File: config.mk
export PLATFORM = sky130hd
export DESIGN_NAME = jt51_sample_fmt
export DESIGN_NICKNAME = d
export VERILOG_FILES = /design/src/rtl/jt51_pkg.sv /design/src/rtl/jt51_sample_dly.sv /design/src/rtl/jt51_sample_fmt.sv
export SDC_FILE = /design/constraint.sdc
export NUM_CORES = 1
export LEC_CHECK = 0
export ABC_AREA = 1
export BUFFER_PORTS_ARGS = -buffer_cell sky130_fd_sc_hd__buf_2
export CORE_ASPECT_RATIO = 0.6
export CORE_MARGIN = 4
export CORE_UTILIZATION = 52
export DETAILED_ROUTE_END_ITERATION = 8
export PLACE_DENSITY = 0.75
export SLEW_MARGIN = 20
export SYNTH_ARGS = -nofsm -noshare
export SYNTH_HDL_FRONTEND = slang
export SYNTH_SLANG_ARGS = --single-unit
File: constraint.sdc
create_clock -name clk -period 4.6 [get_ports clk]
set_input_delay 0.92 -clock clk [delete_from_list [all_inputs] [get_ports clk]]
set_output_delay 0.92 -clock clk [all_outputs]
set_load 0.02 [all_outputs]
File: src/rtl/jt51_pkg.sv
// Shared widths and the exponent selector used by the JT51 output formatting stage.
package jt51_pkg;

    localparam int MAN_W = 10;
    localparam int EXP_W = 3;
    localparam int LIN_W = 16;

    // Exponent from the top seven bits of a linear sample: 7 when bit 14 already
    // differs from the sign, falling to 1 when all seven bits match the sign.
    function automatic logic [EXP_W-1:0] exp_sel(input logic [6:0] lead);
        logic [EXP_W-1:0] e;
        e = 3'd1;
        if (lead[6] != lead[5]) begin
            e = 3'd7;
        end else if (lead[5] != lead[4]) begin
            e = 3'd6;
        end else if (lead[4] != lead[3]) begin
            e = 3'd5;
        end else if (lead[3] != lead[2]) begin
            e = 3'd4;
        end else if (lead[2] != lead[1]) begin
            e = 3'd3;
        end else if (lead[1] != lead[0]) begin
            e = 3'd2;
        end
        return e;
    endfunction

    // Number of low linear bits discarded for a given exponent.
    function automatic logic [EXP_W-1:0] exp_shift(input logic [EXP_W-1:0] e);
        return (e == 3'd0) ? 3'd0 : e - 3'd1;
    endfunction

endpackage

File: src/rtl/jt51_sample_dly.sv
// Clock-enabled sample delay line: STAGES registers that advance only while cen is high.
module jt51_sample_dly #(
    parameter int WIDTH  = 16,
    parameter int STAGES = 8
) (
    input  logic             clk,
    input  logic             rst,
    input  logic             cen,
    input  logic [WIDTH-1:0] din,
    output logic [WIDTH-1:0] dout
);

    logic [WIDTH-1:0] tap [0:STAGES];

    assign tap[0] = din;

    generate
        for (genvar gi = 0; gi < STAGES; gi++) begin : g_stage
            logic [WIDTH-1:0] stage_reg;

            always_ff @(posedge clk or posedge rst) begin
                if (rst) begin
                    stage_reg <= '0;
                end else if (cen) begin
                    stage_reg <= tap[gi];
                end
            end

            assign tap[gi+1] = stage_reg;
        end
    endgenerate

    assign dout = tap[STAGES];

endmodule

File: src/rtl/jt51_sample_fmt.sv
// Output sample formatter: delays the linear sample, converts it to the DAC
// float (mantissa/exponent) and expands the float back to the reproduced linear value.
module jt51_sample_fmt
    import jt51_pkg::*;
#(
    parameter int WIDTH  = 16,
    parameter int STAGES = 8
) (
    input  logic             clk,
    input  logic             rst,
    input  logic             cen,
    input  logic [WIDTH-1:0] din,
    output logic [WIDTH-1:0] drop,
    output logic [MAN_W-1:0] man,
    output logic [EXP_W-1:0] exp,
    output logic [LIN_W-1:0] lin
);

    jt51_sample_dly #(
        .WIDTH  (WIDTH),
        .STAGES (STAGES)
    ) u_dly (
        .clk  (clk),
        .rst  (rst),
        .cen  (cen),
        .din  (din),
        .dout (drop)
    );

    // Lin-to-exp: keep the ten bits just below the redundant sign bits, truncating the rest.
    always_comb begin
        exp = exp_sel(drop[LIN_W-1:LIN_W-7]);
        case (exp)
            3'd7:    man = drop[15:6];
            3'd6:    man = drop[14:5];
            3'd5:    man = drop[13:4];
            3'd4:    man = drop[12:3];
            3'd3:    man = drop[11:2];
            3'd2:    man = drop[10:1];
            default: man = drop[9:0];
        endcase
    end

    // Exp-to-lin: sign-extend the mantissa and shift it back into place.
    always_comb begin
        case (exp_shift(exp))
            3'd6:    lin = {man, 6'b0};
            3'd5:    lin = {man[9], man, 5'b0};
            3'd4:    lin = {{2{man[9]}}, man, 4'b0};
            3'd3:    lin = {{3{man[9]}}, man, 3'b0};
            3'd2:    lin = {{4{man[9]}}, man, 2'b0};
            3'd1:    lin = {{5{man[9]}}, man, 1'b0};
            default: lin = {{6{man[9]}}, man};
        endcase
        // exp=0 is never generated here but keeps its defined half-scale expansion.
        if (exp == 3'd0) begin
            lin = {{7{man[9]}}, man[9:1]};
        end
    end

endmodule

==> impl_metrics.yaml <==
timing:
  slew_viol_final: 0
  final.setup.tns_ns: 0
  relSlewSlack: 0.431
  setup_viol: 0
  rsz0062_at_grt: "false"
  period_minus_slack_ns: 3.40
  hold_viol_final: 0
  fin_crit_sh: 0.738
  fin_skew_ns: 0.00741
  max_freq_mhz: 294
  worst_pin_slew_ns: 0.854
routing:
  drc: 0
  num_vias: 4183
  ant_nets: 0
  first_iter_violations: 341
  drtPass1Iterations: 6
  routedWlPerCell_um: 14.4
  vias_per_cell: 5.19
  drt-total-wl_um: 11600
yosys:
  synth_area_per_cell_um2: 9.05
  synth_top_family_by_area: "simple AND/OR/NAND/NOR gates"
  yosysUniqueCellTypes: 26
  yosys.area_share.simple: 0.185
  synth_compound_area_frac: 0.120
  yosys.area_share.xor_xnor: 0
  syn-cell-area_mm2: 0.00558
  yosysWarnings: 0
  ys_seq_area_frac: 0.574
  synthesis.nets: 635
  synth_adder_area_share: 0
  netlist_instances: 616
  ys_seq_elements: 128
  synth.area.mux_share: 0.0343
power:
  powerDensity_mw_per_mm2: 520
  intPower_w: 0.00228
  cellLeakagePower_nw: 3.23
  seqPwrFrac: 0.414
  pwr-share-comb: 0.229
  clock_power_share: 0.357
  peakVddDrop_mv: 0.280
  switching_share: 0.320
  switchingPower_w: 0.00108
placement:
  place_inst: 777
  gp_congestion: 0.900
  place_hpwl_um: 7970
  port_buffers: 63
cells_and_area:
  largest_reg_flops: 112
  post_route_cells_drive_above_1_share: 0.210
  fillers: 857
  area_delta_synth_final_pct: 15.9
  final_cells: 806
  nNetsFinal: 680
  final_cell_mix: "128 x dfrtp_1, 104 x nand2_1, 72 x inv_1"
  antennaDiodeCount: 0
  layout_commonest_cell: "dfrtp_1"
status:
  status: "completed"
floorplanning:
  die_h_um: 88.2
  io_pins: 64
  initial_core_util: 0.549
  die_x_um: 142
  core_mm2: 0.0102
  num_rows: 28
  dieArea_mm2: 0.0125
clocking:
  htree_levels: 4
  cts_tree: "built"
  hold_buffers: 0
  clockBufferDepth: 2
  insertion_delay_ns: 0.40
  cts_num_sinks: 128
  clkTransAtPathRegs_ns: 0.05
  cts_made_buffers: 17
  ctsResizeCount: 0
  cts_root_buf: "clkbuf_16"
  cts_setup_buffers: 0
global_route:
  grt-ovfl-total: 0
  use_met2: 0.285
  grt_pass1_wl_um: 19700
  grt_pass1_vias: 4058
  grt_max_degree: 140
  grt_antenna_before_repair: 0
  busiest_layer: "met1"
  grtUsageMet1: 0.299
  grt_usage: 0.199
  grt.met3_usage: 0.0518
setup_path:
  worstSetupStartpoint: "u_dly.dout[15]$_DFFE_PP0P_"
  path_class: "reg -> out"
  reg2reg_from: "u_dly.dout[6]$_DFFE_PP0P_"
  crit_fanout: 17
  cp.required_ns: 3.68
  crit_path_end_kind: "output port"
  start_kind: "register"
  arrival_ns: 2.48
run:
  cap_violations: 0
min_path:
  min_from: "u_dly.g_stage[0].stage_reg[3]$_DFFE_PP0P_"
  hold_class: "reg -> reg"
==> path summary, 6_finish.rpt <==
path / to / slack [ns] / cells after the start
min in group asynchronous: u_dly.g_stage[0].stage_reg[2]$_DFFE_PP0P_ / 0.69 / 2
hold / removal: u_dly.g_stage[1].stage_reg[3]$_DFFE_PP0P_ / 0.48 / 2
hold reg to reg: u_dly.g_stage[1].stage_reg[3]$_DFFE_PP0P_ / 0.48 / 2
setup / recovery: man[3] / 1.20 / 11
setup reg to reg: u_dly.dout[6]$_DFFE_PP0P_ / 3.65 / 2
max in group asynchronous: u_dly.dout[9]$_DFFE_PP0P_ / 3.00 / 3
==> routing by layer <==
layer	vias up	wire length (um)
met5	-	0
met4	0	102
met3	12	735
met2	110	5080
met1	2005	5670
li1	2056	-
==> cells in the mapped netlist <==
| library cell | n | area share |
|---|---|---|
| inv_1 | 73 | 0.049 |
| a21oi_1 | 51 | 0.046 |
| a31oi_1 | 1 | 0.0011 |
| o22ai_1 | 7 | 0.0079 |
| buf_4 | 2 | 0.0027 |
| clkbuf_1 | 30 | 0.020 |
| buf_2 | 4 | 0.0036 |
| a41oi_1 | 1 | 0.0016 |
| buf_1 | 2 | 0.0013 |
| nand2_2 | 8 | 0.0090 |
| dfrtp_1 | 128 | 0.57 |
| inv_2 | 5 | 0.0034 |
| nand4_1 | 9 | 0.010 |
| o21ai_0 | 63 | 0.057 |
| nand3_1 | 32 | 0.029 |
| mux2_2 | 17 | 0.034 |
| nor2_8 | 2 | 0.0072 |
| a21oi_4 | 2 | 0.0058 |
| nor2_2 | 1 | 0.0011 |
| o211ai_1 | 1 | 0.0013 |
| nor2_1 | 61 | 0.041 |
| buf_6 | 3 | 0.0061 |
| nand2_1 | 104 | 0.070 |
| nand2_4 | 3 | 0.0061 |
| nand3_2 | 1 | 0.0018 |
| nor2_4 | 5 | 0.010 |
==> per-stage QoR <==
stage	util	worst slack [ns]	hold slack [ns]	area, um2	power [W]
global route	0.636	1.05	0.509	6460	0.00354
floorplan	-	0.267	0.449	5580	0.00196
finish	0.636	1.20	0.476	6460	0.00336
global placement	0.583	1.66	0.469	5920	0.00216
detailed placement	0.583	1.70	0.471	5920	0.00217
CTS	0.636	1.26	0.483	6460	0.00338
==> power by group through the flow <==
stage                     logic, W  clock network, W  registers [W]
final                     0.000770           0.00120        0.00139
after global routing      0.000852           0.00128        0.00141
after detailed placement  0.000765                 0        0.00141
after global placement    0.000758                 0        0.00140
after floorplan           0.000551                 0        0.00140
after CTS                 0.000770           0.00122        0.00139
==> cells by family (layout without fill, tap and decap cells) <==
| logic type | count (synthesis) | after routing |
|---|---|---|
| compound gates | 126 | 126 |
| mux | 17 | 17 |
| flops | 128 | 128 |
| simple gates | 226 | 226 |
| buf+inv | 119 | 174 |
==> critical path: stages, from the launching register on <==
cell and delay [ns]:
dfrtp_1 0.49, nand2_1 0.17, inv_2 0.05, nor2_4 0.18
nor2_4 0.09, inv_2 0.27, nand2_4 0.20, nand3_1 0.15
nand2_1 0.06, nor2_1 0.16, nand3_1 0.09, buf_2 0.17
==> final cells by class <==
cell class	instances	area (um2)	area share
clock buffers	23	508	0.0786
clock inverters	6	32.5	0.00503
inverters	78	295	0.0457
multi-input cells	369	1890	0.293
flip-flops and latches	128	3200	0.495
well taps	135	169	0.0261
repair buffers	67	364	0.0563
No activity file was read; power rests on OpenSTA's default activity.
